`config.mk`:
```
export PLATFORM = sky130hd
export DESIGN_NAME = product_accumulator_flat
export DESIGN_NICKNAME = d
export VERILOG_FILES = /design/src/rtl/product_accumulator_if.sv /design/src/rtl/product_accumulator.sv /design/src/flat_wrapper.sv
export SDC_FILE = /design/constraint.sdc
export NUM_CORES = 1
export LEC_CHECK = 0
export CAP_MARGIN = 20
export CORE_ASPECT_RATIO = 2
export CORE_MARGIN = 8
export CORE_UTILIZATION = 50
export CTS_CLUSTER_DIAMETER = 120
export DETAILED_ROUTE_END_ITERATION = 6
export HOLD_SLACK_MARGIN = 0.1
export PLACE_DENSITY = 0.78
export REMOVE_ABC_BUFFERS = 1
export SETUP_SLACK_MARGIN = 0.3
export SYNTH_ARGS = -nofsm -noshare
export SYNTH_HDL_FRONTEND = slang
export SYNTH_SLANG_ARGS = --single-unit
export TNS_END_PERCENT = 100
```
`constraint.sdc`:
```
create_clock -name clk -period 7.4 [get_ports clk]
set_clock_uncertainty 0.1 [all_clocks]
set_input_delay 1.85 -clock clk [delete_from_list [all_inputs] [get_ports clk]]
set_output_delay 1.85 -clock clk [all_outputs]
set_load 0.1 [all_outputs]
```
`src/rtl/product_accumulator_if.sv`:
```
// Handshake and result bundle between the multiplier stream,
// the accumulator and the consumer; max outputs under PRODUCT_ACCUM_MAX_EN.
interface product_accumulator_if #(
   parameter int DATA_W = 32,
   parameter int SUM_W  = 38
);
   logic              EN_accum;
   logic              RDY_accum;
   logic              EN_blockRead;
   logic              VALID_memVal;
   logic [DATA_W-1:0] memVal_data;
   logic              VALID_result;
   logic              EN_getResult;
   logic [SUM_W-1:0]  result_sum;
   logic [6:0]        result_count;
`ifdef PRODUCT_ACCUM_MAX_EN
   logic [DATA_W-1:0] result_max;
   logic [5:0]        result_max_idx;
`endif

   modport slave (
`ifdef PRODUCT_ACCUM_MAX_EN
      output result_max,
      output result_max_idx,
`endif
      input  EN_accum,
      output RDY_accum,
      output EN_blockRead,
      input  VALID_memVal,
      input  memVal_data,
      output VALID_result,
      input  EN_getResult,
      output result_sum,
      output result_count
   );

   modport master (
`ifdef PRODUCT_ACCUM_MAX_EN
      input  result_max,
      input  result_max_idx,
`endif
      output EN_accum,
      input  RDY_accum,
      input  EN_blockRead,
      output VALID_memVal,
      output memVal_data,
      input  VALID_result,
      output EN_getResult,
      input  result_sum,
      input  result_count
   );
endinterface

```
`src/rtl/product_accumulator.sv`:
```
// Block-read reducer: sums NUM_WORDS streamed words and holds the result.
// Optional max/argmax tracking is enabled by PRODUCT_ACCUM_MAX_EN.
module product_accumulator #(
   parameter int DATA_W    = 32,
   parameter int NUM_WORDS = 64,
   parameter int SUM_W     = 38
) (
   input  logic clk,
   input  logic rst_n,
   product_accumulator_if.slave bus
);

   typedef enum logic [1:0] {
      IDLE,
      REQ,
      COLLECT,
      DONE
   } state_t;

   localparam logic [6:0] LAST = 7'(NUM_WORDS - 1);

   state_t           state;
   logic             rdy_q;
   logic             blk_q;
   logic             vres_q;
   logic [SUM_W-1:0] sum_q;
   logic [6:0]       cnt_q;
   logic [SUM_W-1:0] word_ext;

   assign word_ext = {{(SUM_W-DATA_W){1'b0}}, bus.memVal_data};

`ifdef PRODUCT_ACCUM_MAX_EN
   logic [DATA_W-1:0] max_q;
   logic [5:0]        idx_q;

   // strict compare so ties keep the earlier index
   always_ff @(posedge clk) begin
      if (!rst_n) begin
         max_q <= '0;
         idx_q <= '0;
      end else begin
         unique case (state)
            IDLE: begin
               if (bus.EN_accum) begin
                  max_q <= '0;
                  idx_q <= '0;
               end
            end
            REQ: begin
               if (bus.VALID_memVal) begin
                  max_q <= bus.memVal_data;
                  idx_q <= '0;
               end
            end
            COLLECT: begin
               if (bus.VALID_memVal &&
                   bus.memVal_data > max_q) begin
                  max_q <= bus.memVal_data;
                  idx_q <= cnt_q[5:0];
               end
            end
            default: ;
         endcase
      end
   end

   assign bus.result_max     = max_q;
   assign bus.result_max_idx = idx_q;
`endif

   always_ff @(posedge clk) begin
      if (!rst_n) begin
         state  <= IDLE;
         rdy_q  <= 1'b1;
         blk_q  <= 1'b0;
         vres_q <= 1'b0;
         sum_q  <= '0;
         cnt_q  <= '0;
      end else begin
         unique case (state)
            IDLE: begin
               if (bus.EN_accum) begin
                  state <= REQ;
                  rdy_q <= 1'b0;
                  blk_q <= 1'b1;
                  sum_q <= '0;
                  cnt_q <= '0;
               end
            end
            REQ: begin
               if (bus.VALID_memVal) begin
                  sum_q <= word_ext;
                  cnt_q <= 7'd1;
                  blk_q <= 1'b0;
                  if (NUM_WORDS == 1) begin
                     state  <= DONE;
                     vres_q <= 1'b1;
                  end else begin
                     state <= COLLECT;
                  end
               end
            end
            COLLECT: begin
               if (bus.VALID_memVal) begin
                  sum_q <= sum_q + word_ext;
                  cnt_q <= cnt_q + 7'd1;
                  if (cnt_q == LAST) begin
                     state  <= DONE;
                     vres_q <= 1'b1;
                  end
               end
            end
            DONE: begin
               if (bus.EN_getResult) begin
                  state  <= IDLE;
                  vres_q <= 1'b0;
                  rdy_q  <= 1'b1;
               end
            end
            default: begin
               state <= IDLE;
               rdy_q <= 1'b1;
               blk_q <= 1'b0;
            end
         endcase
      end
   end

   assign bus.RDY_accum    = rdy_q;
   assign bus.EN_blockRead = blk_q;
   assign bus.VALID_result = vres_q;
   assign bus.result_sum   = sum_q;
   assign bus.result_count = cnt_q;

endmodule

```
`src/flat_wrapper.sv`:
```
// flat-port wrapper written by rule: the top's interface ports become plain ports
module product_accumulator_flat 
#(
   parameter int DATA_W    = 32,
   parameter int NUM_WORDS = 64,
   parameter int SUM_W     = 38
)
  (clk, rst_n, bus_EN_accum, bus_RDY_accum, bus_EN_blockRead, bus_VALID_memVal, bus_memVal_data, bus_VALID_result, bus_EN_getResult, bus_result_sum, bus_result_count);
  product_accumulator_if #(.DATA_W(DATA_W), .SUM_W(SUM_W)) bus_i ();
  input  logic clk;
  input  logic rst_n;
  input wire logic [$bits(bus_i.EN_accum)-1:0] bus_EN_accum;
  output wire logic [$bits(bus_i.RDY_accum)-1:0] bus_RDY_accum;
  output wire logic [$bits(bus_i.EN_blockRead)-1:0] bus_EN_blockRead;
  input wire logic [$bits(bus_i.VALID_memVal)-1:0] bus_VALID_memVal;
  input wire logic [$bits(bus_i.memVal_data)-1:0] bus_memVal_data;
  output wire logic [$bits(bus_i.VALID_result)-1:0] bus_VALID_result;
  input wire logic [$bits(bus_i.EN_getResult)-1:0] bus_EN_getResult;
  output wire logic [$bits(bus_i.result_sum)-1:0] bus_result_sum;
  output wire logic [$bits(bus_i.result_count)-1:0] bus_result_count;
  assign bus_i.EN_accum = bus_EN_accum;
  assign bus_RDY_accum = bus_i.RDY_accum;
  assign bus_EN_blockRead = bus_i.EN_blockRead;
  assign bus_i.VALID_memVal = bus_VALID_memVal;
  assign bus_i.memVal_data = bus_memVal_data;
  assign bus_VALID_result = bus_i.VALID_result;
  assign bus_i.EN_getResult = bus_EN_getResult;
  assign bus_result_sum = bus_i.result_sum;
  assign bus_result_count = bus_i.result_count;
  product_accumulator #(.DATA_W(DATA_W), .NUM_WORDS(NUM_WORDS), .SUM_W(SUM_W)) u_core (.clk(clk), .rst_n(rst_n), .bus(bus_i));
endmodule
```
==> out/metrics.cfg <==
[power_and_ir_drop]
leakagePower_nw=1.966
irDropWorstVdd_v=0.0001784
p_int_mw=0.7076
p_sw_frac=0.5479
seqPwrFrac=0.224
combinationalPowerShare=0.630
power.switching_mw=0.8576
power.density_nw_per_um2=303.7
p_clk_frac=0.146
power.total_mw=1.565

[worst_setup_path]
crit_buf_inv=1
worstPathCellList=clkdlybuf4s50_1 > ha_1 > fa_1 > a21oi_1 > nor2_1 > o211ai_1 > a41oi_1 > a31oi_1 > nor2_1 > or4_1 > a31oi_1
rrSetupSlack_ns=3.78
critical_path.max_stage_delay_ns=0.49
worst-endpoint-arrival_ns=4.85
endpoint_kind=flop
critical_path_class=in -> reg
crit_fanout=4
rr_startpoint=u_core.state[0]
ff2ff_path_depth=10
crit_required_ns=7.52
cp-start-kind=primary input
slowest_stage=or4_1
r2r-end=u_core.bus.result_sum[30]
path_delay_family=compound AO/OA/AOI/OAI gates

[finish]
final_cell_mix=84 x clkdlybuf4s50_1, 73 x nand2_1, 56 x a21oi_1
finalInstanceArea_um2=5154
final_util=0.6260
stdcell_count=721
area_delta_synth_final_pct=22.70
nets=699
layout_commonest_cell=clkdlybuf4s50_1
layout-drive-gt1-share=0.03852
num_antenna_cells=0

[floorplan]
rows=47
ios=85
die-width_um=80.81
core_region_area_um2=8233
die_area_um2=11770
die_h_um=145.6
initial_core_util=0.5102

[clocking]
post_cts_buffers=0
cts.path.max_buffers=2
cts-resized-gates=0
clk-insertion-delay-late_ns=0.29
clk_pin_slew_ns=0.06
cts_buffers=5
root_buffer=clkbuf_16
cts_tree=yes
htree_levels=2
ctsHoldBuffers=0
clock_sinks=50

[place]
dp.final_hpwl_um=10130
place.gp.congestion=1.004
portBuffers=84
placed_area_um2=5019
dp_cells=714
dp_slack_ns=2.427

[yosys]
synth-edff-count=0
synth_top_area_cell=dfxtp_1
postSynth.asyncResetShare=0
yosys.area.top_type_share=0.2383
ys_warn_count=0
synth.yosys.seq_area_share=0.2383
ys.flop_type=dfxtp_1
synthTopCellsByArea=dfxtp_1 24%, ha_1 11%, a21oi_1 6.7%, nand2_1 6.5%, nor2_1 3.8%
syn_area_per_cell_um2=7.541
syn-cell-area_um2=4200
synth.distinct_cells=71
synthCells=557
synth_seq_cells=50

[drt]
antenna_left=0
viasPerCell=6.409
wl_per_cell_um=18.83
drt_iter0_drc=275
vias=4621
firstDrtPassIters=5
drc=0
drt_wl_total_um=13580

[sta]
fin_crit_ns=4.730
tightestPinTransition_ns=0.9959
finalMaxSlewViolations=0
setup_viol=0
fmax_ghz=0.2114
hold_slack_ns=0.3932
max_slew_margin=0.3340
tns_ns=0
layout_worst_path_cycle_share=0.6392
finalHoldViolCount=0
rsz0062_at_grt=false
layout_setup_ws_ns=2.670

[hold_path]
holdPathEnd=u_core.bus.result_sum[9]
whs_path_depth=2
min_path_type=reg -> reg
hold_start=u_core.bus.result_sum[9]

[global_routing]
grt_pass1_wl_um=21980
gr-total-overflow=0
grt.total_usage=0.2274
antenna_found_initial=0
grt_start_max_net_pins=43
grt_pass1_vias=4673

[status]
outcome=complete, no violations

[flow_run]
drv_cap=0

==> layer usage <==
metal / track usage / vias to the layer above / wire length [um]
met4: 0.1405 / 0 / 658
met3: 0.03342 / 52 / 813
met1: 0.2336 / 2178 / 4858
met2: 0.4053 / 187 / 7246
li1: - / 2204 / -
met5: 0 / - / 0
==> flip-flops by register name, indices dropped and copies added (netlist names) <==
name	count
u_core.bus.result_sum	38
u_core.bus.result_count	7
u_core.state	2
u_core.bus.EN_blockRead	1
u_core.bus.RDY_accum	1
u_core.bus.VALID_result	1
==> how the worst max path moves through the flow <==
stage                                   from                         to  slack, ns  cells past startpoint
after global routing            bus_EN_accum  u_core.bus.result_sum[30]       2.51                      9
after floorplan             bus_VALID_memVal  u_core.bus.result_sum[30]       2.70                      7
after global placement    bus_memVal_data[1]  u_core.bus.result_sum[29]       2.47                     10
after detailed placement        bus_EN_accum  u_core.bus.result_sum[30]       2.43                      9
after CTS                       bus_EN_accum  u_core.bus.result_sum[30]       2.71                      9
final                     bus_memVal_data[0]  u_core.bus.result_sum[26]       2.67                     11
==> power by group through the flow <==
stage	clock network (mW)	registers [mW]	logic, mW
2_1_floorplan	0	0.603	0.457
3_3_place_gp	0	0.354	0.963
3_5_place_dp	0	0.356	0.976
4_1_cts	0.233	0.351	0.980
5_1_grt	0.240	0.356	1.06
6_report	0.228	0.351	0.986
==> tightest hold or removal path, cell delays in order (launching register included) <==
cell and delay, ns:
dfxtp_1 0.33, nand2_1 0.06, a31oi_1 0.06
==> synth_stat cells (3+ instances only) <==
master,instances
a211oi_1,8
a21boi_0,4
a21o_1,8
a21o_2,3
a21oi_1,56
a22oi_1,7
a31oi_1,21
and2_1,7
and3_1,7
clkbuf_1,20
dfxtp_1,50
ha_1,38
inv_1,15
nand2_1,73
nand2b_1,3
nand3_1,32
nand4_1,19
nor2_1,43
nor2b_1,3
nor3_1,7
nor4_1,6
o211ai_1,9
o21ai_0,20
o21bai_1,6
o22ai_1,6
or4_1,5
xnor2_1,16
xor2_1,12
==> area by class of cell <==
class	count	area (um^2)
Clock buffer	5	125.1
Inverter	16	60.06
Tap cell	98	122.6
Multi-Input combinational cell	463	2972
Timing Repair Buffer	87	863.3
Sequential cell	50	1001
Fill cell	780	3079
Clock inverter	2	10.01
==> logic make-up after synthesis <==
logic type / Yosys count / synth area share
AO/OA/AOI/OAI: 174 / 0.2717
adder cells (fa/ha/maj): 39 / 0.1180
multiplexers: 2 / 0.005064
flip-flops: 50 / 0.2383
AND/OR/NAND/NOR: 220 / 0.2544
XOR/XNOR: 28 / 0.05838
buffers and inverters: 44 / 0.05421
(Power assumes the default switching activity.)
==> RTL edit 1, RTL diff (same settings) <==
`SUM_W` is set to 38 in 3 places; all go to 76.
--- a/src/rtl/product_accumulator_if.sv
+++ b/src/rtl/product_accumulator_if.sv
@@ -2,7 +2,7 @@
 // the accumulator and the consumer; max outputs under PRODUCT_ACCUM_MAX_EN.
 interface product_accumulator_if #(
    parameter int DATA_W = 32,
-   parameter int SUM_W  = 38
+   parameter int SUM_W  = 76
 );
    logic              EN_accum;
    logic              RDY_accum;
--- a/src/rtl/product_accumulator.sv
+++ b/src/rtl/product_accumulator.sv
@@ -3,7 +3,7 @@
 module product_accumulator #(
    parameter int DATA_W    = 32,
    parameter int NUM_WORDS = 64,
-   parameter int SUM_W     = 38
+   parameter int SUM_W     = 76
 ) (
    input  logic clk,
    input  logic rst_n,
--- a/src/flat_wrapper.sv
+++ b/src/flat_wrapper.sv
@@ -3,7 +3,7 @@
 #(
    parameter int DATA_W    = 32,
    parameter int NUM_WORDS = 64,
-   parameter int SUM_W     = 38
+   parameter int SUM_W     = 76
 )
   (clk, rst_n, bus_EN_accum, bus_RDY_accum, bus_EN_blockRead, bus_VALID_memVal, bus_memVal_data, bus_VALID_result, bus_EN_getResult, bus_result_sum, bus_result_count);
   product_accumulator_if #(.DATA_W(DATA_W), .SUM_W(SUM_W)) bus_i ();
Interface: changed (resized bus_result_sum); port bits go from 85 to 123. No check against the original RTL was run, so the function may have changed too.
==> RTL edit 1 against the original RTL <==
- wire length up 39%
- area after synthesis up 41%
- sequential cell count up 38
- worst hold slack worse by 0.00053 ns
- setup slack worse by 0.36 ns
- total power up 27%
- design area up 47%
- critical path depth unchanged
==> RTL edit 1: results (changes against the original RTL) <==
[metrics] run status: finished clean
[metrics] Register Area: 1760 sq um (+76%)
[metrics] proportion of synthesized area in mux cells: 0.00675 (+0.00168)
[metrics] register area share after synthesis: 0.297 (+0.0585)
[metrics] ratio of routed vias to standard cells: 6.32 (-1.3%)
[metrics] Placed Area: 7240 sq um (+44%)
[metrics] Static Leak: 2.77 nW (+41%)
[metrics] share of final layout cell area taken by non-clock buffers: 0.167 (-0.000217)
[metrics] IR drop worst, VDD: 0.000158 V (-12%)
[metrics] post-synthesis cell count: 732 (+31%)
[metrics] H-tree depth reported by CTS: 3 (+1)
[metrics] Port Buffers: 122 (+45%)
[metrics] Setup WS pre-CTS: 1.97 ns (-0.453 ns)
[metrics] count of inverters other than clock inverters in the layout: 20 (+4)
[metrics] adder and majority gate portion of the synthesized area: 0.0835 (-0.0345)
[metrics] count of clock buffers in the final design: 10 (+5)
[metrics] compound-gate portion of the synthesized area: 0.283 (+0.0112)
[metrics] global-route wire length before repair: 30700 microns (+40%)
[metrics] top cell types by occurrence after synthesis: 88 x dfxtp_1, 69 x nor2_1, 60 x nand2_1
[metrics] routed len/inst: 19.2 microns (+2.2%)
[metrics] non-filler instance count after layout: 984 (+36%)
[metrics] nonclk buf count: 128 (+47%)
[metrics] xor/xnor share of the synthesized area: 0.0634 (+0.00506)
[metrics] worst skew pair latency: 0.34 ns (+0.05 ns)
[metrics] ratio of total power to cell area: 263 nW/um^2 (-13%)
[metrics] biggest cell delay along the critical path: 0.85 ns (+0.36 ns)
[metrics] layout multi-input combinational cell count: 587 (+27%)
[metrics] Die Wd: 93.0 microns (+15%)
[metrics] Fill cells: 1025 (+31%)
[metrics] Iter 0 DRT Violations: 415 (+51%)
[metrics] Clock Network Area Fraction: 0.0435 (+0.0173)
[metrics] top cells by area in the synthesized netlist: dfxtp_1 30%, ha_1 8.0%, a21oi_1 4.9%
[metrics] pin count of the biggest net entering global routing: 44 (+2.3%)
[metrics] number of buffers created by CTS: 9 (+4)
[metrics] Largest register FFs: 76 (+100%)
[metrics] maximum net fanout on the critical path: 15 (+11)
[metrics] post-synthesis cell type count: 73 (+2.8%)
[RTL edit 1: path summary, 6_finish.rpt]
kind	from	end	slack, ns	depth (start not counted)
worst min register to register	u_core.bus.result_count[1]	u_core.bus.result_count[1]	0.39	2
worst max-delay path	bus_memVal_data[0]	u_core.bus.result_sum[46]	2.31	11
worst max register to register	u_core.state[0]	u_core.bus.result_sum[29]	3.84	10
worst min-delay path	u_core.bus.result_count[1]	u_core.bus.result_count[1]	0.39	2
[RTL edit 1: power breakdown]
part           internal, mW  switching [mW]
Sequential            0.514          0.0381
Clock                 0.306           0.200
Combinational         0.272           0.661
Total                  1.09           0.899
[RTL edit 1: per-layer routing]
metal | part of all wire | track usage
met1 | 0.34 | 0.219
met2 | 0.55 | 0.459
met3 | 0.056 | 0.0441
met4 | 0.049 | 0.159
met5 | 0 | 0
==> RTL edit 2, RTL diff (same flow settings) <==
Made on the original files. The 4 states of `state_t` get a one-hot encoding in 4 bits.
--- a/src/rtl/product_accumulator.sv
+++ b/src/rtl/product_accumulator.sv
@@ -10,11 +10,11 @@
    product_accumulator_if.slave bus
 );
 
-   typedef enum logic [1:0] {
-      IDLE,
-      REQ,
-      COLLECT,
-      DONE
+   typedef enum logic [3:0] {
+      IDLE    = 4'b0001,
+      REQ     = 4'b0010,
+      COLLECT = 4'b0100,
+      DONE    = 4'b1000
    } state_t;
 
    localparam logic [6:0] LAST = 7'(NUM_WORDS - 1);
Function: no difference found for any inputs over 4 cycles, from zero or initial values and one cycle with rst_n low; so few cycles prove little.
==> RTL edit 2 against the original RTL <==
- design area is 2.8% higher
- setup slack worse by 0.23 ns
- sequential cell count grew 2
- highest routed layer unchanged
- non-clock buffer count is 3 higher
- combinational power is 36% lower
- area after synthesis up 3.0%
- wire length up 4.5%
- sequential share of layout area grew 0.23 points
- total power shrank 21%
==> RTL edit 2: results (changes against the original RTL) <==
[metrics] IR drop worst, VDD: 0.000130 V (-27%)
[metrics] dominant register cell in the synthesized netlist: dfxtp_1
[metrics] post-synthesis cell type count: 72 (+1.4%)
[metrics] maximum net fanout on the critical path: 3 (-1)
[metrics] vias in the first global route: 4806 (+2.8%)
[metrics] cell family with most CP delay: compound AO/OA/AOI/OAI gates
[metrics] Root Buffer: clkbuf_16
[metrics] Static Leak: 2.09 nW (+6.5%)
[metrics] Placed Area: 5130 sq um (+2.2%)
[metrics] top cell types by occurrence after synthesis: 69 x nor2_1, 52 x a21oi_1, 52 x dfxtp_1
[metrics] number of antenna violations at the first check in global routing: 0 (unchanged)
[metrics] met3 layer usage reported by global route: 0.0414 (+0.00795)
[metrics] H-tree depth reported by CTS: 2 (unchanged)
[metrics] worst skew pair latency: 0.30 ns
[metrics] asr flop ratio synth: 0 (unchanged)
[metrics] worst slew pin tran: 1.03 ns (+0.0309 ns)
[metrics] run status: finished clean
[metrics] number of buffers created by CTS: 5 (unchanged)
[metrics] count of antenna diodes in the layout: 0 (unchanged)
[metrics] post-DP HPWL: 10800 microns (+6.8%)
[metrics] met1 capacity usage during global routing: 0.220 (-0.0140)
[metrics] pin count of the biggest net entering global routing: 38 (-12%)
[metrics] Max stage delay cell, worst path: a2111oi_0
[metrics] biggest cell delay along the critical path: 0.88 ns (+0.39 ns)
[metrics] gp weighted congestion: 0.929 (-7.5%)
[metrics] ratio of routed vias to standard cells: 6.35 (-0.92%)
[metrics] top cells by area in the synthesized netlist: dfxtp_1 24%, ha_1 9.5%, a21oi_1 6.0%
[metrics] Clock transition at path regs: 0.07 ns
[metrics] register area share after synthesis: 0.241 (+0.00222)
[metrics] Hold Path Class: reg2reg
[metrics] global-route wire length before repair: 23100 microns (+5.3%)
[metrics] final wirelength: 14200 microns (+4.5%)
[metrics] Iter 0 DRT Violations: 272 (-1.1%)
[metrics] Pre-Repair DR Iteration Count: 4 (-1)
[metrics] met2 track demand over resource: 0.451 (+0.0452)
[metrics] proportion of layout cells with a drive suffix above 1: 0.0662 (+0.0277)
[metrics] number of warnings printed during yosys synthesis: 0 (unchanged)
[metrics] Port Buffers: 84 (unchanged)
[metrics] count of cells resized by post-cts repair: 0 (unchanged)
[metrics] fin nets: 689 (-1.4%)
[metrics] Total Routing Usage GR: 0.242 (+0.0144)
[metrics] Arr. time, crit path: 5.04 ns (+0.19 ns)
==> RTL edit 2: changes by cell type after synthesis, moves of 7 or more <==
cell      before  now
nand2_1       73   39
a31oi_1       21    7
nor2_1        43   69
a22oi_1        7    0
nand4_1       19    7
a221oi_1       2   22
nor3_1         7   14
nand3_1       32   23
a21o_1         8   16
o21ai_0       20   41
==> RTL edit 2: final timing paths <==
| path | slack (ns) | start | to | depth (start not counted) |
|---|---|---|---|---|
| setup / recovery | 2.44 | bus_memVal_data[0] | u_core.bus.result_sum[18] | 12 |
| hold / removal | 0.39 | u_core.bus.RDY_accum | u_core.bus.RDY_accum | 2 |
| setup reg to reg | 4.12 | u_core.bus.result_sum[0] | u_core.bus.result_sum[18] | 11 |
| hold reg to reg | 0.39 | u_core.bus.RDY_accum | u_core.bus.RDY_accum | 2 |
==> RTL edit 2: cell type report <==
type,count,area [sq um]
sequential,52,1040
clock inverter,3,42.5
inverter,15,56.3
clock buffer,5,125
multi-input combinational,454,3020
tap,100,125
fill,803,3230
timing repair buffer,90,886
==> RTL edit 2: logic make-up (layout without fill, tap and decap cells) <==
kind of cell | count (synthesis) | in the layout | share of synthesized area
buffers and inverters | 48 | 113 | 0.0633
flip-flops | 52 | 52 | 0.241
multiplexers | 2 | 2 | 0.00491
adder cells (fa/ha/maj) | 34 | 34 | 0.100
AO/OA/AOI/OAI | 199 | 199 | 0.319
XOR/XNOR | 27 | 27 | 0.0546
AND/OR/NAND/NOR | 192 | 192 | 0.218
==> RTL edit 2: report_power, final <==
part           internal [mW]  switching [mW]  total, mW
Sequential             0.308          0.0260      0.334
Clock                  0.159           0.114      0.273
Combinational          0.198           0.436      0.634
==> RTL edit 2: routing by layer <==
metal,routed length [microns],vias to the layer above
met5,0,-
met4,702,0
met3,697,45
met2,7960,154
met1,4830,2169
li1,-,2198
==> RTL edit 2: metrics by stage <==
stage                     setup WS, ns  std cells  hold slack [ns]
after floorplan                   2.62        521            0.417
after global placement            2.31        711            0.362
after global routing              2.22        719            0.427
after CTS                         2.51        719            0.396
after detailed placement          2.21        711            0.381
final                             2.44        719            0.390
==> RTL edit 2: worst register-to-register path: stages (launching register included) <==
cell,delay (ns)
dfxtp_1,0.36
ha_1,0.21
inv_1,0.06
fa_1,0.40
nor2b_1,0.18
o21bai_1,0.12
a21o_1,0.19
a2111oi_0,0.88
or2_2,0.28
xor2_1,0.08
a221oi_1,0.25
nor2_1,0.08
